[src/rtl/cpu_pkg.sv]
// cpu_pkg: shared types and constants for the fetch stage and the decoder.
//   fetch_state_t : fetch sequencer states
//   SIZE_1..3     : instruction length encodings returned to the program counter
//   OPC_LEN_MSB   : upper bit of the two-bit length field inside the opcode
package cpu_pkg;

    typedef enum logic [2:0] {
        IDLE,
        REQ_OP,
        CAP_OP,
        REQ_B1,
        CAP_B1,
        REQ_B2,
        CAP_B2,
        HOLD
    } fetch_state_t;

    localparam logic [1:0] SIZE_1 = 2'd1;
    localparam logic [1:0] SIZE_2 = 2'd2;
    localparam logic [1:0] SIZE_3 = 2'd3;

    localparam int OPC_LEN_MSB = 7;

endpackage

[src/rtl/instr_size_decode.sv]
// instr_size_decode: combinational opcode length decode, shared with the decoder.
//   i_opcode  : opcode byte
//   o_size    : instruction length in bytes (1..3)
//   o_illegal : length field is the reserved encoding; reported as a 1-byte instruction
module instr_size_decode
    import cpu_pkg::*;
#(
    parameter int DATA_WIDTH = 8
) (
    input  logic [DATA_WIDTH-1:0] i_opcode,
    output logic [1:0]            o_size,
    output logic                  o_illegal
);

    logic [1:0] w_len;

    assign w_len     = i_opcode[OPC_LEN_MSB -: 2];
    assign o_illegal = (w_len == 2'b11);
    assign o_size    = (w_len == 2'b01) ? SIZE_2 :
                       (w_len == 2'b10) ? SIZE_3 : SIZE_1;

endmodule

[src/rtl/instr_fetch.sv]
// instr_fetch: fetches a 1-3 byte instruction from program memory and hands it to the decoder.
//   clk, rst_n      : clock, asynchronous active-low reset
//   i_pc            : program counter, sampled when a fetch starts
//   i_fetch_start   : request a fetch at i_pc
//   i_flush         : abort any fetch or held instruction
//   o_mem_addr      : program memory address (base + byte offset, wrapping)
//   o_mem_rd_en     : program memory read enable
//   i_mem_rdata     : read data, one cycle after o_mem_rd_en
//   o_instr_valid   : assembled instruction available
//   i_instr_ready   : decoder accepts the instruction
//   o_opcode        : byte at the base address
//   o_operand1/2    : bytes at base+1 / base+2, zero when unused
//   o_instr_addr    : base address of the instruction
//   o_instr_size    : instruction length returned to the program counter
//   o_illegal       : opcode uses the reserved length encoding
//   o_busy          : fetch outstanding; halts the program counter
module instr_fetch
    import cpu_pkg::*;
#(
    parameter int ADDR_WIDTH = 9,
    parameter int DATA_WIDTH = 8
) (
    input  logic                  clk,
    input  logic                  rst_n,
    input  logic [ADDR_WIDTH-1:0] i_pc,
    input  logic                  i_fetch_start,
    input  logic                  i_flush,
    output logic [ADDR_WIDTH-1:0] o_mem_addr,
    output logic                  o_mem_rd_en,
    input  logic [DATA_WIDTH-1:0] i_mem_rdata,
    output logic                  o_instr_valid,
    input  logic                  i_instr_ready,
    output logic [DATA_WIDTH-1:0] o_opcode,
    output logic [DATA_WIDTH-1:0] o_operand1,
    output logic [DATA_WIDTH-1:0] o_operand2,
    output logic [ADDR_WIDTH-1:0] o_instr_addr,
    output logic [1:0]            o_instr_size,
    output logic                  o_illegal,
    output logic                  o_busy
);

    fetch_state_t          r_state;
    fetch_state_t          w_next;
    logic [ADDR_WIDTH-1:0] r_base;
    logic [ADDR_WIDTH-1:0] w_offset;
    logic [DATA_WIDTH-1:0] r_opcode;
    logic [DATA_WIDTH-1:0] r_op1;
    logic [DATA_WIDTH-1:0] r_op2;
    logic [1:0]            r_size;
    logic                  r_illegal;
    logic [1:0]            w_dec_size;
    logic                  w_dec_illegal;
    logic                  w_handshake;
    logic                  w_start;

    instr_size_decode #(.DATA_WIDTH(DATA_WIDTH)) u_size_decode (
        .i_opcode  (i_mem_rdata),
        .o_size    (w_dec_size),
        .o_illegal (w_dec_illegal)
    );

    assign w_handshake = (r_state == HOLD) && i_instr_ready;
    // A start is honoured only from IDLE or alongside a completing handshake; flush overrides it.
    assign w_start     = !i_flush && i_fetch_start && ((r_state == IDLE) || w_handshake);

    // The offset tracks the byte being read so the address stays a pure function of registers.
    assign w_offset = (r_state == REQ_B1 || r_state == CAP_B1) ? ADDR_WIDTH'(1) :
                      (r_state == REQ_B2 || r_state == CAP_B2) ? ADDR_WIDTH'(2) : '0;

    assign o_mem_addr    = r_base + w_offset;
    assign o_mem_rd_en   = (r_state == REQ_OP) || (r_state == REQ_B1) || (r_state == REQ_B2);
    assign o_instr_valid = (r_state == HOLD);
    assign o_busy        = (r_state != IDLE);
    assign o_opcode      = r_opcode;
    assign o_operand1    = r_op1;
    assign o_operand2    = r_op2;
    assign o_instr_addr  = r_base;
    assign o_instr_size  = r_size;
    assign o_illegal     = r_illegal;

    always_comb begin
        w_next = r_state;
        case (r_state)
            IDLE:    w_next = w_start ? REQ_OP : IDLE;
            REQ_OP:  w_next = CAP_OP;
            CAP_OP:  w_next = (w_dec_size == SIZE_1) ? HOLD : REQ_B1;
            REQ_B1:  w_next = CAP_B1;
            CAP_B1:  w_next = (r_size == SIZE_3) ? REQ_B2 : HOLD;
            REQ_B2:  w_next = CAP_B2;
            CAP_B2:  w_next = HOLD;
            HOLD:    w_next = w_start ? REQ_OP : (w_handshake ? IDLE : HOLD);
            default: w_next = IDLE;
        endcase
        if (i_flush) w_next = IDLE;
    end

    always_ff @(posedge clk or negedge rst_n) begin
        if (!rst_n) begin
            r_state   <= IDLE;
            r_base    <= '0;
            r_opcode  <= '0;
            r_op1     <= '0;
            r_op2     <= '0;
            r_size    <= '0;
            r_illegal <= 1'b0;
        end else begin
            r_state <= w_next;
            if (w_start) begin
                r_base <= i_pc;
                r_op1  <= '0;
                r_op2  <= '0;
            end
            // Data returning for a flushed fetch is dropped.
            if (!i_flush) begin
                if (r_state == CAP_OP) begin
                    r_opcode  <= i_mem_rdata;
                    r_size    <= w_dec_size;
                    r_illegal <= w_dec_illegal;
                end
                if (r_state == CAP_B1) r_op1 <= i_mem_rdata;
                if (r_state == CAP_B2) r_op2 <= i_mem_rdata;
            end
        end
    end

endmodule

[config.mk]
export PLATFORM = sky130hd
export DESIGN_NAME = instr_fetch
export DESIGN_NICKNAME = d
export VERILOG_FILES = /design/src/rtl/cpu_pkg.sv /design/src/rtl/instr_size_decode.sv /design/src/rtl/instr_fetch.sv
export SDC_FILE = /design/constraint.sdc
export NUM_CORES = 1
export LEC_CHECK = 0
export BUFFER_PORTS_ARGS = -buffer_cell sky130_fd_sc_hd__buf_2
export CORE_ASPECT_RATIO = 1.75
export CORE_UTILIZATION = 52
export CTS_BUF_LIST = sky130_fd_sc_hd__clkbuf_16
export DETAILED_ROUTE_END_ITERATION = 12
export PLACE_DENSITY_LB_ADDON = 0.3
export SLEW_MARGIN = 20
export SYNTH_ARGS = -nofsm -noshare
export SYNTH_HDL_FRONTEND = slang
export SYNTH_SLANG_ARGS = --single-unit
[constraint.sdc]
create_clock -name clk -period 6.66 [get_ports clk]
set_input_delay 1.998 -clock clk [delete_from_list [all_inputs] [get_ports clk]]
set_output_delay 1.998 -clock clk [all_outputs]
set_load 0.02 [all_outputs]
After elaboration in Yosys (flattened, before gate mapping)
Cells that the tools add are included.
Operators by class
  add/sub/neg operators: 1
  equal/unequal tests: 12
  mux-type cells: 17
  bitwise operators: 1
  reductions and logical operators: 12
Operators with widths (count)
  8-bit 2-to-1 mux: 6
  3-bit one-hot mux with 8 select lines: 1
  3-bit equality test (second input constant): 4
  3-bit 2-to-1 mux: 4
  2-bit 2-to-1 mux: 5
  9-bit by 2-bit adder with 9-bit output: 1
  2-bit equality test (second input constant): 3
  3-bit by 2-bit equality test with 1-bit output (second input constant): 2
  1-bit logical OR: 5
  2-bit by 1-bit equality test with 1-bit output (second input constant): 2
  3-bit by 1-bit equality test with 1-bit output (second input constant): 1
  1-bit logical AND: 3
  3-bit zero test: 1
  3-bit nonzero test: 1
  2-bit AND reduction: 1
  1-bit zero test: 1
  1-bit 2-to-1 mux: 1
  1-bit inverter: 1
Storage, ports and cells
  register bits after elaboration: 39
  input bits: 22
  output and inout port bits: 48
  word-level logic and storage cells: 50

Longest topological paths before layout
  word-level depth: 7
  gate-level depth with buffers: 8
  gate-level depth less buffers: 7

By module
From an unflattened synthesis, not the netlist that was laid out.
Unflattened totals
  cells, all modules: 164
  area, all modules: 1880.6 µm²
Modules (own cells, without submodules)
  instr_fetch: instances 1, cells an instance 159, area each 1844.3 µm², sequential area each 975.9 µm²
  instr_size_decode: instances 1, cells an instance 5, area each 36.3 µm², sequential area each 0.0 µm²

Least setup slack after synthesis
Ideal clock, no wire load.
  path type: register to output
  start point: register r_state[0]
  end point: output o_mem_addr[8]
  data arrival time: 2.014 ns
  data required time: 4.662 ns
  path slack: 2.648 ns
  cell stages (with the launch flop): 9
  path buffers: 2
  cells stage by stage: dfrtp_1 > buf_6 > clkbuf_1 > or3_1 > o21ai_0 > ha_1 > fa_1 > nand4_1 > xnor2_1
On the way
  word-level cells in the longest chain between the ends: 5
  elaborated cells on any way between the ends: 9
  classes of those cells: add/sub (1); eq/ne (4); mux (2); reduce/logical (2)
Ends and longest elaborated chain
  start, declared: RTL line instr_fetch.sv:42  | fetch_state_t r_state;
  start signal, assigned: RTL line instr_fetch.sv:107  | r_state <= w_next;
  3-bit equality test: RTL line instr_fetch.sv:68  | (r_state == REQ_B2 || r_state == CAP_B2) ? ADDR_WIDTH'(2) : '0;
  1-bit logical OR: RTL line instr_fetch.sv:68
  2-bit 2-to-1 mux: RTL line instr_fetch.sv:68
  2-bit 2-to-1 mux *: RTL line instr_fetch.sv:67  | assign w_offset = (r_state == REQ_B1 || r_state == CAP_B1) ? ADDR_WIDTH'(1) :
  9-bit by 2-bit adder with 9-bit output *: RTL line instr_fetch.sv:70  | assign o_mem_addr = r_base + w_offset;
  end, declared: RTL line instr_fetch.sv:28  | output logic [ADDR_WIDTH-1:0] o_mem_addr,
Every way passes the cells marked *; elsewhere a longest branch is shown, timed or not.

Final worst setup path
  start point: register r_state[2]
  end point: output o_mem_addr[8]
The elaborated chain is that of the path after synthesis.

==> impl_metrics.json <==
{
  "peakVddDrop_uv": 431.5,
  "path_clk_slew_ns": 0.06,
  "cp_slowest_stage_delay_ns": 0.53,
  "synth_cells": 177,
  "path_buf_inv": 2,
  "seqPwrFrac_pct": 35.5,
  "end_kind": "primary output",
  "grt_start_max_net_pins": 40,
  "diodes": 0,
  "final_net_count": 270,
  "wl_met3_um": 160,
  "cp.required_ns": 4.66,
  "gp_routability_congestion": 0.8640,
  "p_comb_share_pct": 41.9,
  "first_pass_iters": 4,
  "powerDensity_mw_per_mm2": 507.1,
  "swShare_pct": 41.91,
  "cts_tree": "built",
  "crit_family": "flip-flops",
  "synthArstFlopShare_pct": 100.0,
  "drt-vias-per-instance": 5.325,
  "status": "completed",
  "clkSinkCount": 39,
  "rr_startpoint": "r_state[0]$_DFF_PN0_",
  "cts_resized": 0,
  "yosysMostFrequentCell": "nand2_1",
  "root_buffer": "clkbuf_16",
  "yosys.area.top_type_share_pct": 52.92,
  "synth.cell_area_mm2": 0.001844,
  "num-fill-cells": 294,
  "fin_crit_ns": 4.306,
  "power_uw": 1195,
  "maxCapViolCount": 0,
  "stdcell_count": 289,
  "ant_nets": 0,
  "grt_pass1_wl_um": 6617,
  "grt_setup_unrepaired": "no",
  "arrival_ns": 2.31,
  "synth_edf_count": 0,
  "dp.cells": 281,
  "hold_viol": 0,
  "switching_power_uw": 500.9,
  "drt-initial-drc-count": 24,
  "synth_warnings": 0,
  "clk_path_buf_depth": 2,
  "max_freq_mhz": 232.2,
  "synth-main-ff-cell": "dfrtp_1",
  "drcViolationCount": 0,
  "start_util_pct": 54.27,
  "wl_met2_um": 2146,
  "portBuffers": 69,
  "maxUsedRoutingLayer": "met4",
  "slew_viol_final": 0,
  "grt.overflow.total": 0,
  "synthTopCellsByCount": "nand2_1 (55), dfrtp_1 (39), o21ai_0 (11)",
  "core_area_mm2": 0.003398,
  "r2r_end": "o_instr_addr[2]$_DFFE_PN0P_",
  "drive_gt1_share_pct": 35.25,
  "hp-start": "o_opcode[2]$_DFFE_PN0P_",
  "layout_setup_ws_ns": 2.354,
  "critPathKind": "flop to primary output",
  "yosys.area.top_type": "dfrtp_1",
  "antenna_found_initial": 0,
  "min_path_cells": 2,
  "r2r_slack_ns": 4.51,
  "area_growth_pct": 27.82,
  "ys_ff_latch": 39,
  "crit_path_cell_trace": "inv_1 > or3_1 > o21ai_0 > ha_1 > fa_1 > nand4_1 > xnor2_1 > buf_2",
  "die_h_um": 80.78,
  "critPathLaunch": "r_state[2]$_DFF_PN0_",
  "grt_pass1_vias": 1451,
  "post-place-ws_ns": 2.658,
  "hold_buffers": 0,
  "setup_tns_ns": 0,
  "p_int_uw": 694.4,
  "dp_hpwl_um": 2850,
  "pwr-share-clk_pct": 22.7,
  "die_x_um": 47.02,
  "grt_usage_pct": 24.78,
  "via_count": 1539,
  "leakage_uw": 0.001201,
  "rows": 28,
  "reg2reg_depth": 3,
  "yosysSeqAreaShare_pct": 52.92,
  "relSlewSlack_pct": 40.61,
  "crit_path_max_fanout": 13,
  "hp-class": "flop to flop",
  "whs_endpoint": "o_opcode[2]$_DFFE_PN0P_",
  "wl_met1_um": 1728,
  "synth_cell_types": 35,
  "postCtsSetupBuffers": 0,
  "worst_pin_slew_ns": 0.8841,
  "finalCritPeriodShare_pct": 64.66,
  "wl_per_cell_um": 14.29,
  "htree_levels": 2,
  "syn_nets": 204,
  "finalSetupViolCount": 0,
  "clk_latency_ns": 0.29,
  "fin_skew_ns": 0.005457,
  "die_area_mm2": 0.003798,
  "finalWirelength_um": 4129,
  "crit_path_start_kind": "flop",
  "crit_slowest_cell": "dfrtp_1",
  "cts_made_buffers": 5,
  "io_pins": 70,
  "avgSynthCellArea_um2": 10.42,
  "synth_area_leaders": "dfrtp_1 (53%), nand2_1 (11%), o2bb2ai_1 (3.3%)"
}
-- how the worst max path moves through the flow --
stage | depth (start not counted) | to | slack [ns]
finish | 8 | o_mem_addr[8] | 2.35
CTS | 8 | o_mem_addr[8] | 2.35
global route | 8 | o_mem_addr[8] | 2.13
floorplan | 8 | o_mem_addr[8] | 2.65
global placement | 8 | o_mem_addr[8] | 2.70
detailed placement | 8 | o_mem_addr[8] | 2.66
-- sequential cells by signal, indices dropped and copies added (netlist names) --
signal and cells:
r_state 3, o_instr_addr 9, o_illegal 1, o_instr_size 2, o_operand2 8, o_opcode 8
o_operand1 8
-- cells in the final DEF (no fill, tap or decap), drive strengths merged, types with 4 or more instances in the layout --
| master | count |
|---|---|
| buf | 69 |
| clkbuf | 5 |
| dfrtp | 39 |
| ha | 4 |
| mux2 | 9 |
| nand2 | 55 |
| o21ai | 13 |
| o2bb2ai | 7 |
| xnor2 | 6 |
-- layout make-up --
cell class	instances	area, um2	area share, %
Sequential cell	39	975.9	41.40
Clock buffer	5	125.1	5.308
Clock inverter	3	43.79	1.858
Tap cell	45	56.30	2.389
Inverter	3	11.26	0.4777
Timing Repair Buffer	69	345.3	14.65
Multi-Input combinational cell	125	799.5	33.92
-- logic make-up (layout without fill, tap and decap cells) --
group | after synthesis | count (layout) | share of synthesized area [%]
simple gates | 75 | 75 | 19.74
flops | 39 | 39 | 52.92
compound gates | 28 | 28 | 10.52
buf+inv | 13 | 80 | 3.731
mux | 9 | 9 | 5.495
xor+xnor | 8 | 8 | 3.799
fa+ha+maj | 5 | 5 | 3.799
-- metal layers --
layer	track usage, %	up-vias
met5	0	-
met4	11.71	0
met3	6.000	8
met2	37.08	47
met1	33.18	744
li1	-	740
-- power by group through the flow --
stage	Clock (uW)	Sequential, uW	Combinational [uW]
2_1_floorplan	0	508	257
3_3_place_gp	0	424	495
3_5_place_dp	0	426	506
4_1_cts	275	424	507
5_1_grt	287	441	543
6_report	271	424	501
-- tightest hold or removal path, stage by stage (launching register included) --
cell	delay (ns)
dfrtp_1	0.33
nand2_1	0.05
nand2_1	0.05
-- stage by stage --
| stage | area (um2) | util, % | hold WS (ns) |
|---|---|---|---|
| after floorplan | 1844 | - | 0.5813 |
| after global placement | 2188 | 64.40 | 0.4544 |
| after detailed placement | 2188 | 64.40 | 0.4574 |
| after CTS | 2357 | 69.37 | 0.4718 |
| after global routing | 2357 | 69.37 | 0.5001 |
| final | 2357 | 69.37 | 0.4653 |
No activity file was read; power rests on OpenSTA's default activity.
